`src/rtl/ysyx_23060061_axi_rr_arbiter_if.sv`:
```
// Bundle of every handshake/bus signal around the IFU/LSU AXI arbiter.
// Requester m0 (IFU) is read-only, requester m1 (LSU) reads and writes;
// both use 32-bit AXI-Lite-style channels. io_master_* is the shared
// single-beat 64-bit AXI4 master port.
// Modports:
//   master - arbiter view (drives requester responses and downstream requests)
//   slave  - environment view (requesters plus downstream memory slave)
interface ysyx_23060061_axi_rr_arbiter_if;
  logic [31:0] m0_araddr;
  logic        m0_arvalid;
  logic        m0_arready;
  logic [31:0] m0_rdata;
  logic [1:0]  m0_rresp;
  logic        m0_rvalid;
  logic        m0_rready;

  logic [31:0] m1_araddr;
  logic        m1_arvalid;
  logic        m1_arready;
  logic [31:0] m1_rdata;
  logic [1:0]  m1_rresp;
  logic        m1_rvalid;
  logic        m1_rready;
  logic [31:0] m1_awaddr;
  logic [31:0] m1_wdata;
  logic [3:0]  m1_wstrb;
  logic        m1_awvalid;
  logic        m1_wvalid;
  logic        m1_awready;
  logic        m1_wready;
  logic [1:0]  m1_bresp;
  logic        m1_bvalid;
  logic        m1_bready;

  logic        io_master_arvalid;
  logic [31:0] io_master_araddr;
  logic [3:0]  io_master_arid;
  logic [7:0]  io_master_arlen;
  logic [2:0]  io_master_arsize;
  logic [1:0]  io_master_arburst;
  logic        io_master_arready;
  logic        io_master_awvalid;
  logic [31:0] io_master_awaddr;
  logic [3:0]  io_master_awid;
  logic [7:0]  io_master_awlen;
  logic [2:0]  io_master_awsize;
  logic [1:0]  io_master_awburst;
  logic        io_master_awready;
  logic        io_master_wvalid;
  logic [63:0] io_master_wdata;
  logic [7:0]  io_master_wstrb;
  logic        io_master_wlast;
  logic        io_master_wready;
  logic        io_master_rready;
  logic        io_master_rvalid;
  logic [63:0] io_master_rdata;
  logic [1:0]  io_master_rresp;
  logic        io_master_rlast;
  logic [3:0]  io_master_rid;
  logic        io_master_bready;
  logic        io_master_bvalid;
  logic [1:0]  io_master_bresp;
  logic [3:0]  io_master_bid;

  modport master (
    input  m0_araddr, m0_arvalid, m0_rready,
    output m0_arready, m0_rdata, m0_rresp, m0_rvalid,
    input  m1_araddr, m1_arvalid, m1_rready,
    output m1_arready, m1_rdata, m1_rresp, m1_rvalid,
    input  m1_awaddr, m1_wdata, m1_wstrb, m1_awvalid, m1_wvalid, m1_bready,
    output m1_awready, m1_wready, m1_bresp, m1_bvalid,
    output io_master_arvalid, io_master_araddr, io_master_arid, io_master_arlen,
    output io_master_arsize, io_master_arburst,
    input  io_master_arready,
    output io_master_awvalid, io_master_awaddr, io_master_awid, io_master_awlen,
    output io_master_awsize, io_master_awburst,
    input  io_master_awready,
    output io_master_wvalid, io_master_wdata, io_master_wstrb, io_master_wlast,
    input  io_master_wready,
    output io_master_rready,
    input  io_master_rvalid, io_master_rdata, io_master_rresp, io_master_rlast, io_master_rid,
    output io_master_bready,
    input  io_master_bvalid, io_master_bresp, io_master_bid
  );

  modport slave (
    output m0_araddr, m0_arvalid, m0_rready,
    input  m0_arready, m0_rdata, m0_rresp, m0_rvalid,
    output m1_araddr, m1_arvalid, m1_rready,
    input  m1_arready, m1_rdata, m1_rresp, m1_rvalid,
    output m1_awaddr, m1_wdata, m1_wstrb, m1_awvalid, m1_wvalid, m1_bready,
    input  m1_awready, m1_wready, m1_bresp, m1_bvalid,
    input  io_master_arvalid, io_master_araddr, io_master_arid, io_master_arlen,
    input  io_master_arsize, io_master_arburst,
    output io_master_arready,
    input  io_master_awvalid, io_master_awaddr, io_master_awid, io_master_awlen,
    input  io_master_awsize, io_master_awburst,
    output io_master_awready,
    input  io_master_wvalid, io_master_wdata, io_master_wstrb, io_master_wlast,
    output io_master_wready,
    input  io_master_rready,
    output io_master_rvalid, io_master_rdata, io_master_rresp, io_master_rlast, io_master_rid,
    input  io_master_bready,
    output io_master_bvalid, io_master_bresp, io_master_bid
  );
endinterface

```
`src/rtl/ysyx_23060061_axi_rr_arbiter.sv`:
```
// Shares the single 64-bit AXI4 master port between IFU (m0, reads) and
// LSU (m1, reads/writes). One transaction in flight; writes outrank reads,
// simultaneous reads are granted round-robin. Each grant becomes a single
// 32-bit beat on the 64-bit bus, steered by address bit 2.
// Ports:
//   clock - system clock
//   reset - synchronous, active-high
//   bus   - requester and downstream channels (master modport)
//
// state   | meaning
// --------+-------------------------------------------------------------
// IDLE    | waiting for a request; grant decided combinationally here
// RD_ADDR | io_master_arvalid up with latched address
// RD_DATA | io_master_rready up, waiting for downstream read data
// RD_RESP | granted requester's rvalid up with latched data
// WR_REQ  | aw/w valids up, each dropped after its own handshake
// WR_RESP | io_master_bready up, waiting for write response
// WR_ACK  | m1_bvalid up until m1_bready
module ysyx_23060061_axi_rr_arbiter (
  input logic clock,
  input logic reset,
  ysyx_23060061_axi_rr_arbiter_if.master bus
);

  typedef enum logic [2:0] {
    IDLE, RD_ADDR, RD_DATA, RD_RESP, WR_REQ, WR_RESP, WR_ACK
  } state_t;

  state_t      state, state_nxt;
  logic        last;      // most recent read grant: 0 = m0, 1 = m1
  logic        sel;       // requester owning the current read
  logic [31:0] addr;
  logic [31:0] wdata;
  logic [3:0]  wstrb;
  logic [31:0] rdata;
  logic [1:0]  rresp;
  logic [1:0]  bresp;
  logic        aw_done;
  logic        w_done;
  logic        grant_wr, grant_m0, grant_m1;
  logic        aw_hs, w_hs;

  always_ff @(posedge clock) begin
    if (reset) begin
      state   <= IDLE;
      last    <= 1'b1;
      sel     <= 1'b0;
      addr    <= '0;
      wdata   <= '0;
      wstrb   <= '0;
      rdata   <= '0;
      rresp   <= '0;
      bresp   <= '0;
      aw_done <= 1'b0;
      w_done  <= 1'b0;
    end else begin
      state <= state_nxt;
      if (grant_m0 || grant_m1) begin
        addr <= grant_m1 ? bus.m1_araddr : bus.m0_araddr;
        sel  <= grant_m1;
        last <= grant_m1;
      end
      if (grant_wr) begin
        addr    <= bus.m1_awaddr;
        wdata   <= bus.m1_wdata;
        wstrb   <= bus.m1_wstrb;
        aw_done <= 1'b0;
        w_done  <= 1'b0;
      end
      if (aw_hs) aw_done <= 1'b1;
      if (w_hs)  w_done  <= 1'b1;
      if (state == RD_DATA && bus.io_master_rvalid) begin
        rdata <= addr[2] ? bus.io_master_rdata[63:32] : bus.io_master_rdata[31:0];
        rresp <= bus.io_master_rresp;
      end
      if (state == WR_RESP && bus.io_master_bvalid) bresp <= bus.io_master_bresp;
    end
  end

  always_comb begin
    state_nxt = state;
    grant_wr  = 1'b0;
    grant_m0  = 1'b0;
    grant_m1  = 1'b0;
    aw_hs     = (state == WR_REQ) && !aw_done && bus.io_master_awready;
    w_hs      = (state == WR_REQ) && !w_done && bus.io_master_wready;

    bus.io_master_arvalid = 1'b0;
    bus.io_master_rready  = 1'b0;
    bus.io_master_awvalid = 1'b0;
    bus.io_master_wvalid  = 1'b0;
    bus.io_master_bready  = 1'b0;
    bus.m0_rvalid         = 1'b0;
    bus.m1_rvalid         = 1'b0;
    bus.m1_bvalid         = 1'b0;

    case (state)
      IDLE: begin
        // Gated by reset so no ready pulses while reset is held.
        if (!reset) begin
          if (bus.m1_awvalid && bus.m1_wvalid) grant_wr = 1'b1;
          else if (bus.m0_arvalid && bus.m1_arvalid) begin
            if (last) grant_m0 = 1'b1;
            else      grant_m1 = 1'b1;
          end
          else if (bus.m0_arvalid) grant_m0 = 1'b1;
          else if (bus.m1_arvalid) grant_m1 = 1'b1;
        end
        if (grant_wr) state_nxt = WR_REQ;
        else if (grant_m0 || grant_m1) state_nxt = RD_ADDR;
      end
      RD_ADDR: begin
        bus.io_master_arvalid = 1'b1;
        if (bus.io_master_arready) state_nxt = RD_DATA;
      end
      RD_DATA: begin
        bus.io_master_rready = 1'b1;
        if (bus.io_master_rvalid) state_nxt = RD_RESP;
      end
      RD_RESP: begin
        bus.m0_rvalid = !sel;
        bus.m1_rvalid = sel;
        if (sel ? bus.m1_rready : bus.m0_rready) state_nxt = IDLE;
      end
      WR_REQ: begin
        bus.io_master_awvalid = !aw_done;
        bus.io_master_wvalid  = !w_done;
        if ((aw_done || aw_hs) && (w_done || w_hs)) state_nxt = WR_RESP;
      end
      WR_RESP: begin
        bus.io_master_bready = 1'b1;
        if (bus.io_master_bvalid) state_nxt = WR_ACK;
      end
      WR_ACK: begin
        bus.m1_bvalid = 1'b1;
        if (bus.m1_bready) state_nxt = IDLE;
      end
      default: state_nxt = IDLE;
    endcase
  end

  assign bus.m0_arready = grant_m0;
  assign bus.m1_arready = grant_m1;
  assign bus.m1_awready = grant_wr;
  assign bus.m1_wready  = grant_wr;
  assign bus.m0_rdata   = rdata;
  assign bus.m1_rdata   = rdata;
  assign bus.m0_rresp   = rresp;
  assign bus.m1_rresp   = rresp;
  assign bus.m1_bresp   = bresp;

  assign bus.io_master_araddr  = addr;
  assign bus.io_master_arid    = 4'd0;
  assign bus.io_master_arlen   = 8'd0;
  assign bus.io_master_arsize  = 3'b010;
  assign bus.io_master_arburst = 2'b01;
  assign bus.io_master_awaddr  = addr;
  assign bus.io_master_awid    = 4'd0;
  assign bus.io_master_awlen   = 8'd0;
  assign bus.io_master_awsize  = 3'b010;
  assign bus.io_master_awburst = 2'b01;
  assign bus.io_master_wdata   = {wdata, wdata};
  assign bus.io_master_wstrb   = addr[2] ? {wstrb, 4'b0000} : {4'b0000, wstrb};
  assign bus.io_master_wlast   = bus.io_master_wvalid;

endmodule

```
`src/flat_wrapper.sv`:
```
// flat-port wrapper written by rule: the top's interface ports become plain ports
module ysyx_23060061_axi_rr_arbiter_flat 
  (clock, reset, bus_m0_araddr, bus_m0_arvalid, bus_m0_rready, bus_m0_arready, bus_m0_rdata, bus_m0_rresp, bus_m0_rvalid, bus_m1_araddr, bus_m1_arvalid, bus_m1_rready, bus_m1_arready, bus_m1_rdata, bus_m1_rresp, bus_m1_rvalid, bus_m1_awaddr, bus_m1_wdata, bus_m1_wstrb, bus_m1_awvalid, bus_m1_wvalid, bus_m1_bready, bus_m1_awready, bus_m1_wready, bus_m1_bresp, bus_m1_bvalid, bus_io_master_arvalid, bus_io_master_araddr, bus_io_master_arid, bus_io_master_arlen, bus_io_master_arsize, bus_io_master_arburst, bus_io_master_arready, bus_io_master_awvalid, bus_io_master_awaddr, bus_io_master_awid, bus_io_master_awlen, bus_io_master_awsize, bus_io_master_awburst, bus_io_master_awready, bus_io_master_wvalid, bus_io_master_wdata, bus_io_master_wstrb, bus_io_master_wlast, bus_io_master_wready, bus_io_master_rready, bus_io_master_rvalid, bus_io_master_rdata, bus_io_master_rresp, bus_io_master_rlast, bus_io_master_rid, bus_io_master_bready, bus_io_master_bvalid, bus_io_master_bresp, bus_io_master_bid);
  ysyx_23060061_axi_rr_arbiter_if bus_i ();
  input logic clock;
  input logic reset;
  input wire logic [$bits(bus_i.m0_araddr)-1:0] bus_m0_araddr;
  input wire logic [$bits(bus_i.m0_arvalid)-1:0] bus_m0_arvalid;
  input wire logic [$bits(bus_i.m0_rready)-1:0] bus_m0_rready;
  output wire logic [$bits(bus_i.m0_arready)-1:0] bus_m0_arready;
  output wire logic [$bits(bus_i.m0_rdata)-1:0] bus_m0_rdata;
  output wire logic [$bits(bus_i.m0_rresp)-1:0] bus_m0_rresp;
  output wire logic [$bits(bus_i.m0_rvalid)-1:0] bus_m0_rvalid;
  input wire logic [$bits(bus_i.m1_araddr)-1:0] bus_m1_araddr;
  input wire logic [$bits(bus_i.m1_arvalid)-1:0] bus_m1_arvalid;
  input wire logic [$bits(bus_i.m1_rready)-1:0] bus_m1_rready;
  output wire logic [$bits(bus_i.m1_arready)-1:0] bus_m1_arready;
  output wire logic [$bits(bus_i.m1_rdata)-1:0] bus_m1_rdata;
  output wire logic [$bits(bus_i.m1_rresp)-1:0] bus_m1_rresp;
  output wire logic [$bits(bus_i.m1_rvalid)-1:0] bus_m1_rvalid;
  input wire logic [$bits(bus_i.m1_awaddr)-1:0] bus_m1_awaddr;
  input wire logic [$bits(bus_i.m1_wdata)-1:0] bus_m1_wdata;
  input wire logic [$bits(bus_i.m1_wstrb)-1:0] bus_m1_wstrb;
  input wire logic [$bits(bus_i.m1_awvalid)-1:0] bus_m1_awvalid;
  input wire logic [$bits(bus_i.m1_wvalid)-1:0] bus_m1_wvalid;
  input wire logic [$bits(bus_i.m1_bready)-1:0] bus_m1_bready;
  output wire logic [$bits(bus_i.m1_awready)-1:0] bus_m1_awready;
  output wire logic [$bits(bus_i.m1_wready)-1:0] bus_m1_wready;
  output wire logic [$bits(bus_i.m1_bresp)-1:0] bus_m1_bresp;
  output wire logic [$bits(bus_i.m1_bvalid)-1:0] bus_m1_bvalid;
  output wire logic [$bits(bus_i.io_master_arvalid)-1:0] bus_io_master_arvalid;
  output wire logic [$bits(bus_i.io_master_araddr)-1:0] bus_io_master_araddr;
  output wire logic [$bits(bus_i.io_master_arid)-1:0] bus_io_master_arid;
  output wire logic [$bits(bus_i.io_master_arlen)-1:0] bus_io_master_arlen;
  output wire logic [$bits(bus_i.io_master_arsize)-1:0] bus_io_master_arsize;
  output wire logic [$bits(bus_i.io_master_arburst)-1:0] bus_io_master_arburst;
  input wire logic [$bits(bus_i.io_master_arready)-1:0] bus_io_master_arready;
  output wire logic [$bits(bus_i.io_master_awvalid)-1:0] bus_io_master_awvalid;
  output wire logic [$bits(bus_i.io_master_awaddr)-1:0] bus_io_master_awaddr;
  output wire logic [$bits(bus_i.io_master_awid)-1:0] bus_io_master_awid;
  output wire logic [$bits(bus_i.io_master_awlen)-1:0] bus_io_master_awlen;
  output wire logic [$bits(bus_i.io_master_awsize)-1:0] bus_io_master_awsize;
  output wire logic [$bits(bus_i.io_master_awburst)-1:0] bus_io_master_awburst;
  input wire logic [$bits(bus_i.io_master_awready)-1:0] bus_io_master_awready;
  output wire logic [$bits(bus_i.io_master_wvalid)-1:0] bus_io_master_wvalid;
  output wire logic [$bits(bus_i.io_master_wdata)-1:0] bus_io_master_wdata;
  output wire logic [$bits(bus_i.io_master_wstrb)-1:0] bus_io_master_wstrb;
  output wire logic [$bits(bus_i.io_master_wlast)-1:0] bus_io_master_wlast;
  input wire logic [$bits(bus_i.io_master_wready)-1:0] bus_io_master_wready;
  output wire logic [$bits(bus_i.io_master_rready)-1:0] bus_io_master_rready;
  input wire logic [$bits(bus_i.io_master_rvalid)-1:0] bus_io_master_rvalid;
  input wire logic [$bits(bus_i.io_master_rdata)-1:0] bus_io_master_rdata;
  input wire logic [$bits(bus_i.io_master_rresp)-1:0] bus_io_master_rresp;
  input wire logic [$bits(bus_i.io_master_rlast)-1:0] bus_io_master_rlast;
  input wire logic [$bits(bus_i.io_master_rid)-1:0] bus_io_master_rid;
  output wire logic [$bits(bus_i.io_master_bready)-1:0] bus_io_master_bready;
  input wire logic [$bits(bus_i.io_master_bvalid)-1:0] bus_io_master_bvalid;
  input wire logic [$bits(bus_i.io_master_bresp)-1:0] bus_io_master_bresp;
  input wire logic [$bits(bus_i.io_master_bid)-1:0] bus_io_master_bid;
  assign bus_i.m0_araddr = bus_m0_araddr;
  assign bus_i.m0_arvalid = bus_m0_arvalid;
  assign bus_i.m0_rready = bus_m0_rready;
  assign bus_m0_arready = bus_i.m0_arready;
  assign bus_m0_rdata = bus_i.m0_rdata;
  assign bus_m0_rresp = bus_i.m0_rresp;
  assign bus_m0_rvalid = bus_i.m0_rvalid;
  assign bus_i.m1_araddr = bus_m1_araddr;
  assign bus_i.m1_arvalid = bus_m1_arvalid;
  assign bus_i.m1_rready = bus_m1_rready;
  assign bus_m1_arready = bus_i.m1_arready;
  assign bus_m1_rdata = bus_i.m1_rdata;
  assign bus_m1_rresp = bus_i.m1_rresp;
  assign bus_m1_rvalid = bus_i.m1_rvalid;
  assign bus_i.m1_awaddr = bus_m1_awaddr;
  assign bus_i.m1_wdata = bus_m1_wdata;
  assign bus_i.m1_wstrb = bus_m1_wstrb;
  assign bus_i.m1_awvalid = bus_m1_awvalid;
  assign bus_i.m1_wvalid = bus_m1_wvalid;
  assign bus_i.m1_bready = bus_m1_bready;
  assign bus_m1_awready = bus_i.m1_awready;
  assign bus_m1_wready = bus_i.m1_wready;
  assign bus_m1_bresp = bus_i.m1_bresp;
  assign bus_m1_bvalid = bus_i.m1_bvalid;
  assign bus_io_master_arvalid = bus_i.io_master_arvalid;
  assign bus_io_master_araddr = bus_i.io_master_araddr;
  assign bus_io_master_arid = bus_i.io_master_arid;
  assign bus_io_master_arlen = bus_i.io_master_arlen;
  assign bus_io_master_arsize = bus_i.io_master_arsize;
  assign bus_io_master_arburst = bus_i.io_master_arburst;
  assign bus_i.io_master_arready = bus_io_master_arready;
  assign bus_io_master_awvalid = bus_i.io_master_awvalid;
  assign bus_io_master_awaddr = bus_i.io_master_awaddr;
  assign bus_io_master_awid = bus_i.io_master_awid;
  assign bus_io_master_awlen = bus_i.io_master_awlen;
  assign bus_io_master_awsize = bus_i.io_master_awsize;
  assign bus_io_master_awburst = bus_i.io_master_awburst;
  assign bus_i.io_master_awready = bus_io_master_awready;
  assign bus_io_master_wvalid = bus_i.io_master_wvalid;
  assign bus_io_master_wdata = bus_i.io_master_wdata;
  assign bus_io_master_wstrb = bus_i.io_master_wstrb;
  assign bus_io_master_wlast = bus_i.io_master_wlast;
  assign bus_i.io_master_wready = bus_io_master_wready;
  assign bus_io_master_rready = bus_i.io_master_rready;
  assign bus_i.io_master_rvalid = bus_io_master_rvalid;
  assign bus_i.io_master_rdata = bus_io_master_rdata;
  assign bus_i.io_master_rresp = bus_io_master_rresp;
  assign bus_i.io_master_rlast = bus_io_master_rlast;
  assign bus_i.io_master_rid = bus_io_master_rid;
  assign bus_io_master_bready = bus_i.io_master_bready;
  assign bus_i.io_master_bvalid = bus_io_master_bvalid;
  assign bus_i.io_master_bresp = bus_io_master_bresp;
  assign bus_i.io_master_bid = bus_io_master_bid;
  ysyx_23060061_axi_rr_arbiter u_core (.clock(clock), .reset(reset), .bus(bus_i));
endmodule
```
`config.mk`:
```
export PLATFORM = sky130hd
export DESIGN_NAME = ysyx_23060061_axi_rr_arbiter_flat
export DESIGN_NICKNAME = d
export VERILOG_FILES = /design/src/rtl/ysyx_23060061_axi_rr_arbiter_if.sv /design/src/rtl/ysyx_23060061_axi_rr_arbiter.sv /design/src/flat_wrapper.sv
export SDC_FILE = /design/constraint.sdc
export NUM_CORES = 1
export LEC_CHECK = 0
export ABC_CLOCK_PERIOD_IN_PS = 1950
export CELL_PAD_IN_SITES_DETAIL_PLACEMENT = 1
export CELL_PAD_IN_SITES_GLOBAL_PLACEMENT = 1
export CORE_AREA = 2 2 183 185
export CTS_CLUSTER_SIZE = 24
export DETAILED_ROUTE_END_ITERATION = 10
export DIE_AREA = 0 0 185 187
export HOLD_SLACK_MARGIN = 0.12
export PLACE_DENSITY = 0.75
export SLEW_MARGIN = 40
export SYNTH_ARGS = -nofsm -noshare
export SYNTH_HDL_FRONTEND = slang
export SYNTH_SLANG_ARGS = --single-unit
export TNS_END_PERCENT = 5
```
`constraint.sdc`:
```
create_clock -name clock -period 1.95 [get_ports clock]
set_clock_uncertainty 0.2 [all_clocks]
set_input_delay 0.195 -clock clock [delete_from_list [all_inputs] [get_ports clock]]
set_output_delay 0.195 -clock clock [all_outputs]
set_load 0.05 [all_outputs]
```
==> results, run 1 <==
- The met1 routed wirelength after detailed routing is 9.74 mm.
- 476 I/O pins were placed.
- The core region area is 32900 um2.
- The first global-routing pass estimated 36.8 mm of wire.
- The most common cell after layout, fill and taps aside is sky130_fd_sc_hd__clkdlybuf4s50_1.
- The final reports fail on setup timing.
- The number of synthesized flops with an enable pin is 0.
- The post-route worst setup slack is -0.0283 ns.
- Entering global routing, the biggest net connects 59 pins.
- Along the worst path, the maximum fanout reaches 6.
- Based on the critical path, the design can be clocked at up to 505 MHz.
- After synthesis the netlist holds a flip-flop and latch count of 111.
- The count of max-cap constraint violations is 0.
- Each instance of the synthesized netlist takes up on average 8.80 um2.
- The net count reported at finish is 1236.
- The per-cell routed wire length is 17.0 um.
- The highest metal layer carrying signal wires in the routed design is met4.
- The total wire length is 24.9 mm.
- The congestion estimate from routability-driven global placement came to 0.738.
- The count of vias placed by the detailed router is 5972.
- For this configuration, the core starts out at a cell density of 18.0%.
- The synthesized instance count is 673.
- The routed design uses 1.81 mm of met3 wire.
- Global routing finished with a remaining overflow of 0.
- In this run the number of H-tree levels came out at 3.
- Leaving out fill and tap cells, the most frequent cells in the layout are sky130_fd_sc_hd__clkdlybuf4s50_1, sky130_fd_sc_hd__dlygate4sd2_1, sky130_fd_sc_hd__dfxtp_1.
- In this run the horizontal extent of the chip is 185 um.
- The tree built by TritonCTS fans out to 111 sinks.
- Excluding fillers, the count of instances in the completed layout stands at 1467.
- For this run, the detailed router's first-pass iteration total came to 4.
- The worst path in the final design needs a cycle of 1.98 ns, including I/O delays and setup.
- The number of cells after detailed placement is 1440.
- Before CTS, the worst setup slack after placement is -0.0769 ns.
- The standard cell with the maximum stage delay on the critical path is sky130_fd_sc_hd__or3b_4.
- Among all flip-flop cells after synthesis, the most frequent one is sky130_fd_sc_hd__dfxtp_1.
- The largest single stage delay on the critical path is 0.43 ns.
- The count of input and output buffers is 432.
- The multi-input combinational cells in the finished layout cover a total of 2640 um2.
- The worst hold path belongs to the class in2reg.
- The required time at the worst-slack endpoint is 1.55 ns.
- The final number of hold-violating endpoints is 0.
- The number of antenna violations at the first check in global routing is 1.
- The critical path startpoint category is a register.
- The critical path goes through or3b_4, nor2_4, buf_12.
- Across every metal layer, demand over resource in global routing totals 14.0%.
- The final critical path takes up 101% of the cycle.
- The kind of cell adding the most delay to the critical path is simple AND/OR/NAND/NOR gates.
- After detailed routing, the met2 layer carries 12.9 mm of wire.
- After the first detailed-routing iteration, the DRC count stood at 123.
- The arrival time of the worst setup path is 1.58 ns.
- Summed over all cells, the static leakage comes to 4.62 nW.
- The number of vias per cell is 4.07.
- The fraction of final layout cells with drive strength greater than 1 is 17.5%.
- The vertical die dimension is 187 um.
- The area added between synthesis and finish is 75.2%.
- The post-synthesis sequential area ratio is 37.5%.
- The die area is 34600 um2.
- In this run the tightest slew margin relative to its limit is 56.9%.
- The run finished, with violations left.
- In this run the deepest clock path goes through 2 buffers.
- The filler cells instantiated in the layout total 3872.
- The power density over cell area is 1270 nW/um2.
- The synthesized netlist occupies a cell area of 5920 um2.
- The via count of the first global-routing pass is 6308.
- The transition time of the tightest slew-check pin is 0.646 ns.
- The post-DP HPWL is 19.6 mm.
- The clock transition at the registers of the reported paths is 0.08 ns.
- The CTS tree is done.
- Setup repair after global routing could not meet its margin everywhere.
- IR analysis of the VDD net gives a maximum drop of 0.000538 V.
- For the worst-skew pair, the clock arrives at the later sink with an insertion delay of 0.37 ns.
- The number of max-slew violations in the final report is 0.
- The number of placement rows is 67.
- The count of unresolved DRC violations after routing is 0.
- The element type at the critical path end is a primary output.
- The cell area after placement is 10100 um2.
- The number of buffers inserted during clock tree synthesis is 9.
- The total of warnings raised by yosys is 0.
- The netlist uses 46 different library cells.
- The root buffer cell is sky130_fd_sc_hd__clkbuf_16.
- The sequential cell area is 2230 um2.
- The critical path is of the reg2out type.
- The post-route cell area is 10400 um2.
- The share of flip-flops with an asynchronous set or reset after synthesis is 0%.
- The number of routed nets with antenna violations is 0.
- The number of endpoints failing setup at the final stage is 4.
- Together, buffers and inverters on the worst path number 1.
==> where the power goes <==
group | internal [W] | switching [W] | leakage (nW)
clock | 0.000949 | 0.000969 | 0.142
combinational | 0.00249 | 0.00531 | 3.56
sequential | 0.00281 | 0.000608 | 0.909
==> worst min-delay path: cells and delay by family <==
family	cells	cell delay, ns
buf+inv	1	0.39
simple gates	2	0.09
==> worst paths after layout <==
check	depth (start not counted)	to	from	slack [ns]
setup / recovery	3	bus_io_master_wlast	u_core.state[2]$_SDFFE_PP0P_	-0.03
hold / removal	3	u_core.wdata[30]$_SDFFE_PP0P_	bus_m1_wdata[30]	0.15
setup reg to reg	6	u_core.bus.io_master_araddr[28]$_SDFFE_PP0P_	u_core.state[2]$_SDFFE_PP0P_	0.03
hold reg to reg	2	u_core.wstrb[1]$_SDFFE_PP0P_	u_core.wstrb[1]$_SDFFE_PP0P_	0.28
==> per-stage QoR <==
step / util (%) / hold slack [ns] / total power (W) / TNS (ns)
finish: 31.6 / 0.155 / 0.0131 / -0.0602
floorplan: - / 0.0939 / 0.00916 / -0.372
global placement: 30.7 / 0.249 / 0.0116 / -0.00738
detailed placement: 30.7 / 0.258 / 0.0117 / -1.07
CTS: 31.5 / 0.126 / 0.0133 / -0.309
global route: 31.6 / 0.134 / 0.0138 / -0.525
==> final cells by class <==
class	count	area share (%)
diodes	1	0.0241
multi-input cells	410	25.5
inverters	2	0.0724
repair buffers	479	44.7
clock inverters	5	0.410
well taps	448	5.40
clock buffers	11	2.44
flip-flops and latches	111	21.5
==> sequential cells by signal, summed over array words and instances, names as in the netlist <==
signal / cells
u_core.bus.io_master_araddr: 32
u_core.bus.m0_rdata: 32
u_core.wdata: 32
u_core.wstrb: 4
u_core.state: 3
u_core.bus.m0_rresp: 2
u_core.bus.m1_bresp: 2
u_core.aw_done: 1
u_core.last: 1
u_core.sel: 1
u_core.w_done: 1
==> per-layer routing <==
layer	track usage, %	vias to the layer above
met4	4.73	0
met3	3.82	20
met2	25.9	247
li1	-	2859
met5	0	-
met1	15.2	2846
==> cells by family (layout without fill, tap and decap cells) <==
kind of cell	Yosys count	in the layout	synth area share, %
muxes	38	38	6.43
AOI/OAI and AO/OA	142	142	17.8
DFF	111	111	37.5
other	2	35	0.127
and+or+nand+nor	196	196	16.8
buffers and inverters	184	497	21.3
==> cells in the mapped netlist (2+ instances only) <==
library cell	count	area [um2]
sky130_fd_sc_hd__mux2i_1	38	380
sky130_fd_sc_hd__a211oi_1	33	248
sky130_fd_sc_hd__and2_1	6	37.5
sky130_fd_sc_hd__dfxtp_1	111	2220
sky130_fd_sc_hd__nand2b_1	4	25.0
sky130_fd_sc_hd__o21ai_1	32	160
sky130_fd_sc_hd__o2bb2ai_1	24	210
sky130_fd_sc_hd__a22oi_1	2	15.0
sky130_fd_sc_hd__clkbuf_1	21	78.8
sky130_fd_sc_hd__buf_4	137	1030
sky130_fd_sc_hd__nand3b_1	37	278
sky130_fd_sc_hd__o2bb2ai_2	8	120
sky130_fd_sc_hd__buf_1	3	11.3
sky130_fd_sc_hd__nand2_1	79	297
sky130_fd_sc_hd__o21ai_0	2	10.0
sky130_fd_sc_hd__buf_8	3	45.0
sky130_fd_sc_hd__nor2_1	50	188
sky130_fd_sc_hd__and3b_1	2	17.5
sky130_fd_sc_hd__o22ai_1	31	194
sky130_fd_sc_hd__buf_2	18	90.1
sky130_fd_sc_hd__nor2b_1	6	37.5
sky130_fd_sc_hd__conb_1	2	7.51
==> repair_timing <==
item,4_1_cts,5_1_grt
cloned,0,0
pin swaps,4,5
setup endpoints to repair,147,38
resized for setup,151,5
buffers inserted,7,1
hold endpoints to repair,3,0
hold buffers,2,0
Power figures use the tool's default switching activity.
==> inputs of run 2 (changes only) <==
--- a/config.mk
+++ b/config.mk
@@ -14,8 +14,7 @@
 export DIE_AREA = 0 0 185 187
 export HOLD_SLACK_MARGIN = 0.12
 export PLACE_DENSITY = 0.75
-export SLEW_MARGIN = 40
+export SLEW_MARGIN = 20
 export SYNTH_ARGS = -nofsm -noshare
 export SYNTH_HDL_FRONTEND = slang
 export SYNTH_SLANG_ARGS = --single-unit
-export TNS_END_PERCENT = 5
==> results, run 2 (synthesis gave the netlist of run 1 again) <==
- The number of antenna violations at the first check in global routing is 2 (was 1).
- The tightest hold margin is 0.167 ns (was 0.155 ns).
- The fraction of final layout cells with drive strength greater than 1 is 19.3% (was 17.5%).
- The number of placement rows is 67 (unchanged).
- The fraction of power consumed by sequential logic is 24.9% (was 26.0%).
- The number of routed nets with antenna violations is 0 (unchanged).
- The core region area is 32900 um2 (unchanged).
- The number of max-slew violations in the final report is 0 (unchanged).
- The number of filler cells placed in the layout is 3815 (was 3872).
- The number of levels the H-tree was split into is 3 (unchanged).
- The count of vias placed by the detailed router was 6048 (was 5972).
- The classification of the worst setup path was reg2out (unchanged).
- The per-cell routed wire length was 17.4 um (was 17.0 um).
- The number of buffers inserted during clock tree synthesis was 9 (unchanged).
- The peak-usage layer in the global routing report was met2 (unchanged).
- The post-route worst setup slack is -0.101 ns (was -0.0283 ns).
- The global routing usage on met2 is 26.7% (was 25.9%).
- The number of detailed-routing iterations run before antenna repair is 4 (unchanged).
- The post-layout minimum cycle time came to 2.05 ns (was 1.98 ns).
- Failing checks: setup timing (unchanged).
- The power density over cell area was 1270 nW/um2 (about the same).
- Sequence of cells on the critical path: nor4_4, buf_4, and3_4, buf_12 (was or3b_4, nor2_4, buf_12).
- The initial standard-cell utilization of the core was 18.0% (unchanged).
- The standard cell with the maximum stage delay on the critical path is sky130_fd_sc_hd__dfxtp_4 (was sky130_fd_sc_hd__or3b_4).
- The count of unresolved DRC violations after routing was 0 (unchanged).
- The post-route setup TNS was -0.340 ns (was -0.0602 ns).
- The part of the total power dissipated in combinational logic is 60.3% (was 59.4%).
- The met1 capacity usage during global routing is 14.9% (was 15.2%).
- The worst voltage drop across the vdd grid came to 0.000485 V (was 0.000538 V).
- The arrival time of the worst setup path is 1.66 ns (was 1.58 ns).
- The die width is 185 um (unchanged).
- The path class of the lowest-slack min-delay path is in2reg (unchanged).
- The most common cell after layout, fill and taps aside is sky130_fd_sc_hd__clkdlybuf4s50_1 (unchanged).
- The CTS tree is done (unchanged).
- The critical path startpoint category was a register (unchanged).
- The via count of the first global-routing pass is 6292 (was 6308).
- The part of the cycle the worst path needs is 105% (was 101%).
- The number of vias per cell is 4.10 (was 4.07).
- The design internal power is 0.00656 W (was 0.00625 W).
- The count of max-cap constraint violations is 0 (unchanged).
- The static leakage power is 4.90 nW (was 4.62 nW).
- The hold buffer count at CTS is 0 (was 2).
- The required time at the worst-slack endpoint is 1.55 ns (about the same).
- The maximum number of pins on one net before global-route repair was 67 (was 59).
- The post-DP HPWL is 20.0 mm (was 19.6 mm).
- The final number of hold-violating endpoints is 0 (unchanged).
- The element type at the critical path end is a primary output (unchanged).
- The total design power was 0.0135 W (was 0.0131 W).
- The switching fraction of total power came to 51.5% (was 52.4%).
- The maximum achievable frequency came to 488 MHz (was 505 MHz).
- The die area is 34600 um2 (unchanged).
- The number of endpoints failing setup at the final stage is 6 (was 4).
- The global-route wire length before repair came to 36.6 mm (was 36.8 mm).
- The sequential cell area was 2230 um2 (about the same).
- The number of DRC markers in iteration 0 is 149 (was 123).
- The biggest fanout along the worst timing path came to 5 (was 6).
- The worst-case clock buffer depth was 2 (unchanged).
- The count of clock tree sinks is 111 (unchanged).
- The number of top-level pins is 476 (unchanged).
- The clock transition at the registers of the reported paths came to 0.08 ns (about the same).
- The maximum single-stage delay on the critical path was 0.38 ns (was 0.43 ns).
- The transition time of the tightest slew-check pin is 0.648 ns (was 0.646 ns).
- The aggregate global routing overflow was 0 (unchanged).
- RSZ-0062 raised after global routing: true (unchanged).
- The minimum setup slack among reg-to-reg paths was 0.03 ns (about the same).
- The net switching power of the design is 0.00695 W (was 0.00689 W).
- The met3 routing resource usage after global routing is 3.21% (was 3.82%).
- The area added between synthesis and finish is 79.8% (was 75.2%).
- The count of input and output buffers is 432 (unchanged).
- The post-layout utilization of the core is 32.4% (was 31.6%).
- The vertical die dimension is 187 um (unchanged).
- The portion of total power attributed to the clock network was 14.8% (was 14.6%).
- The multi-input gate area in the final layout is 2700 um2 (was 2640 um2).
- The number of non-filler instances in the completed layout is 1474 (was 1467).
- The insertion delay to the later sink of the worst-skew pair was 0.36 ns (was 0.37 ns).
- The net count reported at finish is 1243 (was 1236).
- The root buffer cell is sky130_fd_sc_hd__clkbuf_16 (unchanged).
- The global router's overall resource usage is 13.8% (was 14.0%).
- The headroom to the max-slew limit is 56.7% (was 56.9%).
- The weighted congestion at the end of routability-driven global placement is 0.751 (was 0.738).
- Outcome: finished with violations (unchanged).
- The number of cells after detailed placement is 1451 (was 1440).
- The total wire length is 25.6 mm (was 24.9 mm).
- Commonest non-fill, non-tap cells in the layout: sky130_fd_sc_hd__clkdlybuf4s50_1, sky130_fd_sc_hd__dlygate4sd2_1, sky130_fd_sc_hd__dfxtp_1 (unchanged).
==> run 2: routing by layer <==
layer  vias to the layer above  wire, um
li1                       2856         -
met1                      2891      9720
met2                       279     13700
met3                        20      1750
met4                         2       394
met5                         -        13
==> run 2: worst paths after layout <==
path,start,end,cells after the start
max,u_core.state[2]$_SDFFE_PP0P_,bus_m1_arready,4
min,bus_m1_wdata[4],u_core.wdata[4]$_SDFFE_PP0P_,3
max reg2reg,u_core.state[2]$_SDFFE_PP0P_,u_core.bus.io_master_araddr[28]$_SDFFE_PP0P_,6
min reg2reg,u_core.bus.io_master_araddr[23]$_SDFFE_PP0P_,u_core.bus.io_master_araddr[23]$_SDFFE_PP0P_,1
==> run 2: repair_timing <==
action                     4_1_cts  5_1_grt
cloned                           0        3
setup endpoints to repair      183       76
setup buffers                    5        2
resized for setup              153       25
pin swaps                        7        9
==> run 2: final cells by class <==
class / instances / share of cell area, %
Tap cell: 448 / 5.27
Inverter: 2 / 0.0705
Multi-Input combinational cell: 410 / 25.4
Sequential cell: 111 / 21.0
Clock buffer: 11 / 2.37
Timing Repair Buffer: 486 / 45.3
Clock inverter: 5 / 0.529
Antenna cell: 1 / 0.0235
==> run 2: power groups by stage <==
stage / Combinational (W) / Sequential, W / Clock, W
2_1_floorplan: 0.00429 / 0.00488 / 0
3_3_place_gp: 0.00831 / 0.00339 / 0
3_5_place_dp: 0.00841 / 0.00341 / 0
4_1_cts: 0.00811 / 0.00337 / 0.00210
5_1_grt: 0.00854 / 0.00344 / 0.00219
6_report: 0.00815 / 0.00336 / 0.00200
==> run 2: per-stage QoR <==
stage	setup WS, ns	area [um2]
after floorplan	-0.124	6060
after global placement	-0.0835	10200
after detailed placement	-0.115	10200
after CTS	-0.109	10500
after global routing	-0.175	10600
final	-0.101	10600
==> run 2: critical path: cells and delay by family, from the launching register on <==
family	cells	cell delay (ns)
simple gates	2	0.58
buf+inv	2	0.34
flops	1	0.38
==> inputs of run 3 (changes only) <==
--- a/config.mk
+++ b/config.mk
@@ -14,6 +14,7 @@
 export DIE_AREA = 0 0 185 187
 export HOLD_SLACK_MARGIN = 0.12
 export PLACE_DENSITY = 0.75
+export SKIP_LAST_GASP = 1
 export SLEW_MARGIN = 20
 export SYNTH_ARGS = -nofsm -noshare
 export SYNTH_HDL_FRONTEND = slang
==> results, run 3 (synthesis gave the netlist of run 1 again) <==
- Outcome: finished with violations (unchanged).
- Failing checks: setup timing (unchanged).
- The count of unresolved DRC violations after routing was 0 (unchanged).
- The via count of the first global-routing pass came to 6290 (was 6292).
- The global-route wire length before repair is 36.6 mm (about the same).
- The path class of the lowest-slack min-delay path was in2reg (unchanged).
- The root buffer cell was sky130_fd_sc_hd__clkbuf_16 (unchanged).
- The hold buffer count at CTS came to 0 (unchanged).
- The met3 wire length is 1.72 mm (was 1.75 mm).
- The weighted congestion at the end of routability-driven global placement is 0.751 (unchanged).
- The required time at the worst-slack endpoint is 1.55 ns (about the same).
- The met2 wirelength from detailed routing is 13.7 mm (about the same).
- The initial standard-cell utilization of the core is 18.0% (unchanged).
- The number of detailed-routing iterations run before antenna repair is 4 (unchanged).
- The total wire length came to 25.6 mm (about the same).
- The number of endpoints failing setup at the final stage came to 5 (was 6).
- The topmost layer with routed signal wires is met5 (unchanged).
- The met1 routed wirelength after detailed routing is 9.84 mm (was 9.72 mm).
- The total design power is 0.0135 W (about the same).
- The vertical die dimension was 187 um (unchanged).
- The die width is 185 um (unchanged).
- Sequence of cells on the critical path: nor4_4, buf_4, and3_4, buf_12 (unchanged).
- The number of buffers inserted during clock tree synthesis is 9 (unchanged).
- The fraction of final layout cells with drive strength greater than 1 is 19.0% (was 19.3%).
- The maximum number of pins on one net before global-route repair came to 67 (unchanged).
- The die area is 34600 um2 (unchanged).
- The number of filler cells placed in the layout is 3817 (was 3815).
- The number of antenna violations at the first check in global routing is 2 (unchanged).
- The post-route worst setup slack is -0.0918 ns (was -0.101 ns).
- The count of clock tree sinks is 111 (unchanged).
- The part of the cycle the worst path needs came to 105% (about the same).
- The number of placement rows came to 67 (unchanged).
- The worst voltage drop across the vdd grid was 0.000485 V (about the same).
- The element type at the critical path end is a primary output (unchanged).
- The headroom to the max-slew limit was 56.7% (unchanged).
- The per-cell routed wire length is 17.4 um (about the same).
- The global router's overall resource usage was 13.8% (about the same).
- The count of max-cap constraint violations is 0 (unchanged).
- The classification of the worst setup path is reg2out (unchanged).
- The post-DP HPWL came to 20.0 mm (unchanged).
- The standard cell with the maximum stage delay on the critical path is sky130_fd_sc_hd__dfxtp_4 (unchanged).
- The biggest fanout along the worst timing path is 5 (unchanged).
- The number of routed nets with antenna violations is 0 (unchanged).
- The clock transition at the registers of the reported paths is 0.08 ns (about the same).
- The buffer and inverter count on the worst path is 2 (unchanged).
- The count of input and output buffers is 432 (unchanged).
- The arrival time of the worst setup path is 1.65 ns (was 1.66 ns).
- The number of levels the H-tree was split into is 3 (unchanged).
- The static leakage power is 4.90 nW (about the same).
- The area added between synthesis and finish is 79.6% (was 79.8%).
- The post-layout minimum cycle time is 2.04 ns (was 2.05 ns).
- The number of top-level pins came to 476 (unchanged).
- The maximum achievable frequency is 490 MHz (was 488 MHz).
- Commonest non-fill, non-tap cells in the layout: sky130_fd_sc_hd__clkdlybuf4s50_1, sky130_fd_sc_hd__dlygate4sd2_1, sky130_fd_sc_hd__dfxtp_1 (unchanged).
- The worst-case clock buffer depth was 2 (unchanged).
- The CTS tree is done (unchanged).
- The final number of hold-violating endpoints was 0 (unchanged).
- The transition time of the tightest slew-check pin is 0.648 ns (about the same).
- The post-layout utilization of the core is 32.3% (was 32.4%).
- RSZ-0062 raised after global routing: true (unchanged).
- The number of DRC markers in iteration 0 came to 144 (was 149).
- The number of vias per cell is 4.11 (was 4.10).
- The number of max-slew violations in the final report is 0 (unchanged).
- The maximum single-stage delay on the critical path is 0.37 ns (was 0.38 ns).
- The aggregate global routing overflow is 0 (unchanged).
- The count of vias placed by the detailed router is 6055 (was 6048).
- The core region area was 32900 um2 (unchanged).
- The insertion delay to the later sink of the worst-skew pair was 0.36 ns (about the same).
- The kind of cell adding the most delay to the critical path is simple AND/OR/NAND/NOR gates (unchanged).
- The net count reported at finish was 1243 (unchanged).
- The most common cell after layout, fill and taps aside is sky130_fd_sc_hd__clkdlybuf4s50_1 (unchanged).
- The power density over cell area is 1270 nW/um2 (about the same).
- The critical path startpoint category is a register (unchanged).
==> run 3: changes by cell type in the layout (fill, tap and decap cells not counted) <==
cell and delta:
sky130_fd_sc_hd__buf_4 +1, sky130_fd_sc_hd__o21ai_1 +3, sky130_fd_sc_hd__o21ai_2 -3, sky130_fd_sc_hd__buf_6 -1
==> run 3: what timing repair did <==
item / CTS / global route
gates cloned: 0 / 3
setup endpoints to repair: 183 / 86
buffers inserted: 5 / 2
gates resized for setup: 150 / 24
pin swaps: 7 / 9
==> run 3: power by group <==
part	internal (W)	switching (W)	total, W
clock network	0.00107	0.000933	0.00200
registers	0.00281	0.000552	0.00336
logic	0.00267	0.00547	0.00814
total	0.00655	0.00695	0.0135
==> run 3: worst min-delay path, stage by stage <==
cell and delay (ns):
sky130_fd_sc_hd__clkdlybuf4s50_1 0.40, sky130_fd_sc_hd__nand2_1 0.06, sky130_fd_sc_hd__nand2_1 0.04
==> run 3: layout make-up <==
cell class | instances | area [um2] | area share (%)
timing repair buffer | 486 | 4820 | 45.4
multi-input combinational | 410 | 2690 | 25.3
sequential | 111 | 2230 | 21.0
tap | 448 | 561 | 5.27
clock buffer | 11 | 253 | 2.38
clock inverter | 5 | 56.3 | 0.530
inverter | 2 | 7.51 | 0.0706
antenna | 1 | 2.50 | 0.0235
==> run 3: path summary, 6_finish.rpt <==
| path | from | to | slack (ns) | depth (start not counted) |
|---|---|---|---|---|
| setup reg to reg | u_core.state[2]$_SDFFE_PP0P_ | u_core.bus.io_master_araddr[28]$_SDFFE_PP0P_ | 0.04 | 6 |
| setup / recovery | u_core.state[2]$_SDFFE_PP0P_ | bus_m1_arready | -0.09 | 4 |
| hold / removal | bus_m1_wdata[4] | u_core.wdata[4]$_SDFFE_PP0P_ | 0.17 | 3 |
| hold reg to reg | u_core.bus.io_master_araddr[23]$_SDFFE_PP0P_ | u_core.bus.io_master_araddr[23]$_SDFFE_PP0P_ | 0.28 | 1 |
==> run 3: through the flow <==
| step | worst slack, ns | hold slack, ns | TNS (ns) | cell area [um2] | instances |
|---|---|---|---|---|---|
| 3_5_place_dp | -0.115 | 0.280 | -4.00 | 10200 | 1451 |
| 3_3_place_gp | -0.0835 | 0.268 | -2.44 | 10200 | 1451 |
| 2_1_floorplan | -0.124 | 0.0939 | -0.130 | 6060 | 705 |
| 4_1_cts | -0.109 | 0.148 | -0.694 | 10500 | 1469 |
| 5_1_grt | -0.172 | 0.153 | -1.19 | 10600 | 1473 |
| 6_report | -0.0918 | 0.167 | -0.301 | 10600 | 1474 |
==> run 3: per-layer routing <==
| metal | GRT usage (%) | vias to the layer above |
|---|---|---|
| met5 | 0 | - |
| met4 | 3.75 | 2 |
| met3 | 3.21 | 19 |
| met2 | 26.6 | 278 |
| met1 | 14.8 | 2898 |
| li1 | - | 2858 |
